File: src/rtl/mem_access_unit.sv
// Memory access unit: pops one queued memory op at a time from the
// memory-op FIFO and runs it to completion (store, load or serial scan).
// Exports the Rd of the in-flight load/scan for decode hazard stalls.
module mem_access_unit #(
    parameter int DataWidth = 92,
    parameter int XLEN      = 32
) (
    input  logic                 clk,
    input  logic                 rstN,
    input  logic [DataWidth-1:0] fifoData,
    output logic                 readEn,
    output logic                 memReq,
    output logic                 memWe,
    output logic [XLEN-1:0]      memAddr,
    output logic [XLEN-1:0]      memWdata,
    input  logic                 memReady,
    input  logic                 memRvalid,
    input  logic [XLEN-1:0]      memRdata,
    output logic                 scanReq,
    input  logic                 scanValid,
    input  logic [XLEN-1:0]      scanData,
    output logic                 wbEn,
    output logic [5:0]           wbRd,
    output logic [XLEN-1:0]      wbData,
    output logic [5:0]           busyRd,
    output logic                 busy
);

    typedef enum logic [2:0] {
        IDLE,
        REQ,
        WAIT,
        SCAN,
        WB
    } state_e;

    state_e            state_q, state_d;
    logic [5:0]        rd_q, rd_d;
    logic [XLEN-1:0]   addr_q, addr_d;
    logic [XLEN-1:0]   wdata_q, wdata_d;
    logic              store_q, store_d;
    logic [XLEN-1:0]   result_q, result_d;

    logic              entry_present;
    logic              entry_scan;
    logic              entry_write;
    logic              unused_fields;

    assign entry_present = |fifoData;
    assign entry_scan    = fifoData[1];
    assign entry_write   = fifoData[3];
    // PC and the two spare flag bits are carried for debug only
    assign unused_fields = ^{fifoData[21:4], fifoData[2], fifoData[0]};

    // State register
    always_ff @(posedge clk or negedge rstN) begin
        if (!rstN) begin
            state_q <= IDLE;
        end else begin
            state_q <= state_d;
        end
    end

    // Latched op fields and the write-back value
    always_ff @(posedge clk or negedge rstN) begin
        if (!rstN) begin
            rd_q     <= '0;
            addr_q   <= '0;
            wdata_q  <= '0;
            store_q  <= 1'b0;
            result_q <= '0;
        end else begin
            rd_q     <= rd_d;
            addr_q   <= addr_d;
            wdata_q  <= wdata_d;
            store_q  <= store_d;
            result_q <= result_d;
        end
    end

    // Next-state logic
    always_comb begin
        state_d = state_q;
        case (state_q)
            IDLE: begin
                if (entry_present) begin
                    state_d = entry_scan ? SCAN : REQ;
                end
            end
            REQ: begin
                if (memReady) begin
                    state_d = store_q ? IDLE : WAIT;
                end
            end
            WAIT: begin
                if (memRvalid) begin
                    state_d = WB;
                end
            end
            SCAN: begin
                if (scanValid) begin
                    state_d = WB;
                end
            end
            WB:      state_d = IDLE;
            default: state_d = IDLE;
        endcase
    end

    // Capture the popped entry and the returned load/scan word
    always_comb begin
        rd_d     = rd_q;
        addr_d   = addr_q;
        wdata_d  = wdata_q;
        store_d  = store_q;
        result_d = result_q;
        if (state_q == IDLE && entry_present) begin
            rd_d    = fifoData[91:86];
            addr_d  = fifoData[85:54];
            wdata_d = fifoData[53:22];
            // scan wins when both scan and MemWrite are set
            store_d = entry_write & ~entry_scan;
        end
        if (state_q == WAIT && memRvalid) begin
            result_d = memRdata;
        end
        if (state_q == SCAN && scanValid) begin
            result_d = scanData;
        end
    end

    // Output decode; readEn is gated by rstN so reset forces every output low
    always_comb begin
        readEn   = 1'b0;
        memReq   = 1'b0;
        memWe    = 1'b0;
        memAddr  = '0;
        memWdata = '0;
        scanReq  = 1'b0;
        wbEn     = 1'b0;
        wbRd     = '0;
        wbData   = '0;
        busyRd   = '0;
        busy     = (state_q != IDLE);
        if (state_q != IDLE && !store_q) begin
            busyRd = rd_q;
        end
        case (state_q)
            IDLE: begin
                readEn = entry_present & rstN;
            end
            REQ: begin
                memReq   = 1'b1;
                memWe    = store_q;
                memAddr  = {addr_q[XLEN-1:2], 2'b00};
                memWdata = wdata_q;
            end
            SCAN: begin
                scanReq = 1'b1;
            end
            WB: begin
                wbEn   = (rd_q != '0);
                wbRd   = rd_q;
                wbData = result_q;
            end
            default: begin
            end
        endcase
    end

endmodule

File: config.mk
export PLATFORM = sky130hd
export DESIGN_NAME = mem_access_unit
export DESIGN_NICKNAME = d
export VERILOG_FILES = /design/src/rtl/mem_access_unit.sv
export SDC_FILE = /design/constraint.sdc
export NUM_CORES = 1
export LEC_CHECK = 0
export ABC_AREA = 1
export ABC_CLOCK_PERIOD_IN_PS = 6800
export BUFFER_PORTS_ARGS = -buffer_cell sky130_fd_sc_hd__buf_4
export CORE_AREA = 5 5 142 144
export CTS_BUF_LIST = sky130_fd_sc_hd__clkbuf_8
export DETAILED_ROUTE_END_ITERATION = 10
export DIE_AREA = 0 0 147 149
export PLACE_DENSITY_LB_ADDON = 0.15
export SYNTH_ARGS = -nofsm -noshare
export SYNTH_HDL_FRONTEND = slang
export SYNTH_SLANG_ARGS = --single-unit
File: constraint.sdc
create_clock -name clk -period 6.8 [get_ports clk]
set_clock_uncertainty 0.2 [all_clocks]
set_input_delay 2.04 -clock clk [delete_from_list [all_inputs] [get_ports clk]]
set_output_delay 2.04 -clock clk [all_outputs]
set_load 0.05 [all_outputs]
==> metrics.txt, run 1 <==
status completed; CP Capture Type output pin; clock sinks 104; max capacitance violation total 0; maximum vdd drop 231 µV; via/cell ratio 4.45; critical path launch point fifoData[55]; DP Wirelength 14300 µm; ys flop type dfrtp_1; Resized Gates After CTS 0; total power 3.52 mW; Routed Wire Length 19400 µm; Nets ~1200; delay-heaviest family, CP simple AND/OR/NAND/NOR gates; worst hold path cell count 2; global-route wire length before repair 30500 µm; worst min-delay path startpoint wdata_q[19]; register bit total from synthesis ~100; row cnt 50; WL per Instance 15.3 µm; Worst EP required 4560 ps; count leader, synth nor2_1; Die ar. roughly 22000 µm²; r2r endpoint result_q[11]; Root Driver clkbuf_8; Seq. cell area 2600 µm²; Die Y 149 µm; Hold Crit Class reg -> reg; critical path, cell by cell buf_4 > nor2_1 > nand2_1 > nor2_1 > nand2_1 > nor2_1 > nand3_2 > nand2_2 > nor2_1 > buf_4; final hold vios 0; CTS buffer count 9; aggregate global routing overflow 0; post-synth top area share between 40% and 50%; most used cell, CP nor2_1; Setup crit start kind input port; final number of max-transition violations 0; slew margin rel. 37.4%; CTS H-Tree Depth 3; vias in the first global route 5552; synth cell count leaders 201 x nor2_1, 169 x nand2_1, 110 x inv_1, 104 x dfrtp_1, 72 x nand3_1; Pleak 4.33 nW; Critical R2R Launch state_q[0]; Synth area leaders dfrtp_1 47%, nor2_1 14%, nand2_1 12%; Die W 147 µm; library cells used by synthesis 25; layout cell share with drive strength beyond 1 29.3%; # hold bufs at CTS 0; unrepaired setup endpoints after global routing no; Core ar. 18600 µm²; 1st-pass router iterations 4; Mean Syn Cell Area just under 7 µm²; synthesized instance count 787; gp weighted congestion 0.814; Synth Cell Area 5480 µm²; initial antenna violation count 1; R2R setup slack about 4000 ps; CP endpoint readEn; area added between synthesis and finish 43.3%; CTS tree built; maximum clock path buffer count 2; register area share after synthesis about 47%; Post-synth EDFFs 0; Detail Route Antenna Nets 0; Total Routing Usage GR between 10% and 20%; Port-buffer cells 272; via count 5662; top cell type by total area after synthesis dfrtp_1; Final min period 5520 ps; CP max stage delay roughly 240 ps; Setup CP Type in -> out; number of cells on the worst reg-to-reg path 7; IO Count about 280; Final period util 81.2%; Post-synth ARST share 100%; pwr dens 449 nW/µm²; area of the multi-input gates 2240 µm²; Worst-Skew Late Latency 370 ps; worst-margin pin slew about 940 ps; Bufs and invs on worst path 2; DRC 0; setup TNS 0 ps; crit path max-delay cell type nor2_1; # setup viols final 0; critical path peak fanout 2; Initial Utilization roughly 30%; fillcell total around 2000; Crit. path cell count 10; post-CTS setup buffers 0; Worst-path clk slew 90 ps; DR iter-0 viols 250; WP data arrival 3280 ps; largest net degree at the start of global routing 72; Yosys warning total 0; max frequency 181 MHz
-- final cells by class --
cell class	instances	share of cell area, %
diodes	1	0.0319
flip-flops and latches	104	33.1
repair buffers	281	26.9
well taps	234	3.73
multi-input cells	524	28.6
inverters	113	5.40
clock inverters	6	0.478
clock buffers	10	1.75
-- flip-flops by register name, indices dropped and copies added (netlist names) --
signal,cells
addr_q,30
result_q,32
rd_q,6
wdata_q,32
store_q,1
state_q,3
-- through the flow --
step           area (µm²)  setup WS, ps  cells  hold slack, ps  util, %
3_5_place_dp         7670          1280   1256             258     41.3
5_1_grt              7850          1120   1273             300     42.3
3_3_place_gp         7670          1290   1256             253     41.3
4_1_cts              7850          1270   1272             283     42.2
2_1_floorplan        5480          1160    788             242        -
6_report             7850          1280   1273             274     42.3
-- cells by family (layout without fill, tap and decap cells) --
| logic type | after synthesis | count (layout) | share of synthesized area [%] |
|---|---|---|---|
| simple gates | 451 | 451 | 33.2 |
| compound gates | 71 | 71 | 7.33 |
| flops | 104 | 104 | 47.5 |
| buf+inv | 160 | 410 | 11.9 |
| other cells | 1 | 3 | 0.0684 |
-- per-layer routing --
layer  share of wire (%)  vias to the layer above  GRT usage [%]
li1                    -                     2897              -
met1                  43                     2572           22.1
met2                  48                      172           28.4
met3                 7.5                       21           4.89
met4                 2.1                        0           6.43
met5                   0                        -              0
-- worst register-to-register path: stages (launching register included) --
cell and delay, ps:
dfrtp_1 460, inv_1 200, nor3_4 70, inv_2 460, nand2_1 590, buf_4 440, o21ai_0 160, o22ai_1 100
-- worst min-delay path by stage --
stage / endpoint
2_1_floorplan: addr_q[10]
3_3_place_gp: wdata_q[9]
3_5_place_dp: wdata_q[16]
4_1_cts: wdata_q[16]
5_1_grt: wdata_q[16]
6_report: wdata_q[19]
-- report_power, final --
part	internal [mW]	switching, mW	leakage, nW	total (mW)
combinational	0.617	1.48	2.96	2.10
sequential	0.926	0.136	1.28	1.06
clock	0.142	0.219	0.0949	0.361
-- placed cells by master (no fill, tap or decap) --
master	instances
nor3_1	1
nand2_2	1
o22ai_1	33
nand3_1	70
o21ai_0	35
nand4_1	2
diode_2	1
clkinvlp_4	1
clkinv_2	1
nand3b_1	1
inv_2	3
dfrtp_1	104
nand3_2	2
nor2_1	201
clkinv_4	2
inv_1	112
o31ai_1	1
clkbuf_8	10
nor3_4	2
nand2_1	169
and2_0	1
buf_4	281
a21oi_1	1
nor2_2	1
a21boi_0	1
conb_1	2
Power figures use the tool's default switching activity.
==> run 2: changes to the inputs <==
--- a/config.mk
+++ b/config.mk
@@ -6,7 +6,7 @@
 export NUM_CORES = 1
 export LEC_CHECK = 0
 export ABC_AREA = 1
-export ABC_CLOCK_PERIOD_IN_PS = 6800
+export ABC_CLOCK_PERIOD_IN_PS = 4900
 export BUFFER_PORTS_ARGS = -buffer_cell sky130_fd_sc_hd__buf_4
 export CORE_AREA = 5 5 142 144
 export CTS_BUF_LIST = sky130_fd_sc_hd__clkbuf_8
==> constraint.sdc (replaced) <==
create_clock -name clk -period 4.9 [get_ports clk]
set_clock_uncertainty 0.2 [all_clocks]
set_input_delay 1.47 -clock clk [delete_from_list [all_inputs] [get_ports clk]]
set_output_delay 1.47 -clock clk [all_outputs]
set_load 0.05 [all_outputs]
==> run 2 against run 1 <==
Design area grew 0.53%. Highest routed layer unchanged. Register-to-register slack lost 1300 ps. Clock-buffer cell count shrank 1. Sequential share of layout area shrank 0.17 points. Die area is the same. Global-route usage is the same. Critical path depth is the same. Largest power group unchanged.
==> metrics.txt, run 2 (same netlist as run 1, synthesis figures left out) <==
Core ar. 18600 µm²; aggregate global routing overflow 0; CP Capture Type output pin; most common cell after layout, fill and taps aside buf_4; via count 5635; CTS H-Tree Depth 3; clock sinks between 100 and 150; layout cell share with drive strength beyond 1 29.3%; CTS buffer count 9; Die ar. 21900 µm²; Hold Crit Class reg -> reg; Pleak 4.35 nW; pwr dens 628 nW/µm²; Util after Layout 42.5%; # hold bufs at CTS 0; critical path peak fanout 2; DP Wirelength 14200 µm; area of the multi-input gates 2240 µm²; maximum vdd drop between 300 and 400 µV; Total Routing Usage GR 17.4%; Die W 147 µm; Nets 1195; R2R setup slack 2730 ps; ANT cells 0; row cnt 50; Die Y 149 µm; biggest registers after layout result_q x32, wdata_q x32, addr_q x30; Resized Gates After CTS 0; # setup viols final 0; max capacitance violation total 0; gp weighted congestion 0.799; post-CTS setup buffers 0; final hold vios 0; setup TNS 0 ps; DR iter-0 viols around 220; number of cells on the worst reg-to-reg path 9; worst-margin pin slew 780 ps; CTS tree built; WL per Instance 15.4 µm; worst hold path cell count 2; final number of max-transition violations 0; largest net degree at the start of global routing 105; Final min period 4350 ps; vias in the first global route 5619; Worst-path clk slew 100 ps; Detail Route Antenna Nets 0; slew margin rel. 48.0%; Worst-Skew Late Latency 370 ps; Setup crit start kind input port; initial antenna violation count 0; IO Count between 200 and 300; max frequency 230 MHz; 1st-pass router iterations 4; commonest cells after routing, fill and taps aside 280 x buf_4, 201 x nor2_1, 169 x nand2_1; Routed Wire Length 19600 µm; Initial Utilization 29.5%; area added between synthesis and finish 44.1%; fillcell total about 2000; Seq. cell area 2600 µm²; status completed; WP data arrival 2680 ps; via/cell ratio 4.43; maximum clock path buffer count 2; DRC 0; Final period util 88.8%; Port-buffer cells between 200 and 300; Root Driver clkbuf_8; Worst EP required 3230 ps; Setup CP Type in -> out; global-route wire length before repair 30600 µm; unrepaired setup endpoints after global routing no
[run 2: final timing paths]
kind | startpoint | end
setup / recovery | fifoData[49] | readEn
hold / removal | addr_q[19] | addr_q[19]
setup reg to reg | state_q[1] | result_q[24]
hold reg to reg | addr_q[19] | addr_q[19]
max in group asynchronous | rstN | result_q[3]
min in group asynchronous | rstN | wdata_q[4]
[run 2: per-stage QoR]
step | setup slack, ps | hold slack [ps] | instance area, µm² | instances | total power [mW]
5_1_grt | 375 | 302 | 7890 | 1272 | 5.36
4_1_cts | 497 | 282 | 7890 | 1272 | 5.03
2_1_floorplan | 398 | 242 | 5480 | 788 | 3.57
3_3_place_gp | 509 | 255 | 7710 | 1257 | 4.45
6_report | 547 | 279 | 7890 | 1272 | 4.96
3_5_place_dp | 503 | 258 | 7710 | 1257 | 4.47
[run 2: layout make-up]
cell class	instances	share of cell area [%]
clock buffers	9	1.57
clock inverters	6	0.793
inverters	113	5.37
multi-input cells	524	28.4
flip-flops and latches	104	33.0
well taps	234	3.71
repair buffers	282	27.1
[run 2: critical path: stages]
cell and delay [ps]:
buf_4 110, nor2_1 90, nand2_1 70, nor2_1 220
nand2_1 80, nor2_1 180, nand3_2 120, nand2_2 100
nor2_1 40, buf_4 180
[run 2: per-layer routing]
metal	GRT usage, %	share of wire, %	vias to the layer above
met5	0	0	-
met4	3.96	1.1	0
met3	5.50	7.2	13
met2	28.9	48	163
met1	22.3	43	2568
li1	-	-	2891
[run 2: power by group]
group | switching, mW | internal (mW) | leakage [nW]
clock | 0.312 | 0.233 | 0.0983
combinational | 2.06 | 0.879 | 2.97
sequential | 0.188 | 1.29 | 1.28
total | 2.56 | 2.40 | 4.35
==> run 3: changes to the inputs <==
--- a/config.mk
+++ b/config.mk
@@ -12,7 +12,7 @@
 export CTS_BUF_LIST = sky130_fd_sc_hd__clkbuf_8
 export DETAILED_ROUTE_END_ITERATION = 10
 export DIE_AREA = 0 0 147 149
-export PLACE_DENSITY_LB_ADDON = 0.15
+export PLACE_DENSITY = 0.66
 export SYNTH_ARGS = -nofsm -noshare
 export SYNTH_HDL_FRONTEND = slang
 export SYNTH_SLANG_ARGS = --single-unit
==> run 3 against run 2 <==
Total power barely moved. Worst hold slack barely moved. Critical path type unchanged. Sequential cell count did not move. Design area fell by 0.11%. Clock power rose by 1%. Via count rose by 1.3%. Largest power group unchanged. Clock-buffer cell count did not move. Maximum frequency rose by 0.49%. Sequential power barely moved.
==> metrics.txt, run 3 (same netlist as run 1, synthesis figures left out) <==
maximum clock path buffer count 2; post-CTS setup buffers 0; commonest cells after routing, fill and taps aside 283 x buf_4, 201 x nor2_1, 168 x nand2_1; critical path peak fanout 2; clock sinks around 100; Total Routing Usage GR 17.1%; IO Count around 280; vias in the first global route 5668; final hold vios 0; Final period util 88.4%; ANT cells 0; DRC 0; status completed; DP Wirelength 14300 µm; max frequency around 230 MHz; max capacitance violation total 0; Die Y 149 µm; routed length on met3 ~1600 µm; Worst EP required 3230 ps; # hold bufs at CTS 0; maximum vdd drop around 400 µV; aggregate global routing overflow 0; crit path max-delay cell type nor2_1; Setup CP Type in -> out; Setup crit start kind input port; Die W 147 µm; via count 5710; worst-margin pin slew 1020 ps; Routed Wire Length 19100 µm; Resized Gates After CTS 0; largest net degree at the start of global routing 72; Met1 Routed Length about 8000 µm; Worst-Skew Late Latency 370 ps; CTS buffer count 9; 1st-pass router iterations 4; final number of max-transition violations 0; Port-buffer cells about 270; final cell count without fillers 1274; most used cell, CP nor2_1; delay-heaviest family, CP simple AND/OR/NAND/NOR gates; Hold Crit Class reg -> reg; Pleak 4.35 nW; Nets 1196; setup TNS 0 ps; most common cell after layout, fill and taps aside buf_4; CTS H-Tree Depth 3; area added between synthesis and finish 43.9%; WP data arrival 2660 ps; via/cell ratio 4.48; row cnt 50; Worst-path clk slew 110 ps; Root Driver clkbuf_8; layout cell share with drive strength beyond 1 29.7%; pre-CTS setup slack 488 ps; wire length on met2 9270 µm; initial antenna violation count 0; Core ar. 18600 µm²; unrepaired setup endpoints after global routing no; CTS tree built; pwr dens 629 nW/µm²; fillcell total between 1500 and 2000; # setup viols final 0; gp weighted congestion approximately 0.78; DR iter-0 viols 261; final worst slack 568 ps; Util after Layout between 40% and 50%; global-route wire length before repair 30000 µm; Detail Route Antenna Nets 0; biggest registers after layout result_q x32, wdata_q x32, addr_q x30; Final min period 4330 ps; Bufs and invs on worst path 2; critical path, cell by cell buf_4 > nor2_1 > nand2_1 > nor2_1 > nand2_1 > nor2_1 > nand3_2 > nand2_2 > nor2_1 > buf_4; Die ar. 21900 µm²; Initial Utilization 29.5%; CP max stage delay approximately 210 ps; slew margin rel. 31.6%; WL per Instance 15.0 µm; top sig layer met4; placed cell count 1258; CP Capture Type output pin
-- run 3: cell types whose count changed in the layout (fill, tap and decap cells not counted), moves of 2 or more --
cell and delta:
buf_4 +3, inv_8 +3, buf_12 -2, inv_1 -2
-- run 3: stage by stage --
stage | instance area, µm² | power [mW] | hold WS (ps)
floorplan | 5480 | 3.57 | 242
global placement | 7690 | 4.41 | 253
detailed placement | 7690 | 4.46 | 258
CTS | 7880 | 5.03 | 285
global route | 7880 | 5.36 | 301
finish | 7880 | 4.96 | 278
-- run 3: path summary, 6_finish.rpt --
check | startpoint | endpoint | slack, ps | depth (start not counted)
worst max-delay path | fifoData[53] | readEn | 570 | 10
worst min-delay path | wdata_q[15] | wdata_q[15] | 280 | 2
worst max register to register | state_q[1] | result_q[19] | 1820 | 9
worst min register to register | wdata_q[15] | wdata_q[15] | 280 | 2
max in group asynchronous | rstN | addr_q[5] | 2220 | 3
min in group asynchronous | rstN | result_q[4] | 1010 | 2
-- run 3: where the power goes --
part           switching [mW]  internal, mW  total (mW)
Combinational            2.06         0.870        2.93
Sequential              0.192          1.29        1.48
Clock                   0.350         0.202       0.552
-- run 3: layout make-up --
class                           instances  area [µm²]  area share (%)
Sequential cell                       104        2600            33.0
Multi-Input combinational cell        524        2250            28.5
Timing Repair Buffer                  283        2120            26.9
Inverter                              113         424            5.38
Tap cell                              234         293            3.71
Clock buffer                            9         124            1.57
Clock inverter                          7        68.8           0.873
-- run 3: per-layer routing --
metal	vias to the layer above	track usage, %
li1	2892	-
met2	190	29.1
met4	0	4.33
met3	20	5.59
met1	2608	21.0
met5	-	0
-- run 3: tightest hold or removal path, cell delays in order, from the launching register on --
cell	delay, ps
dfrtp_1	360
nand2_1	50
nand2_1	40
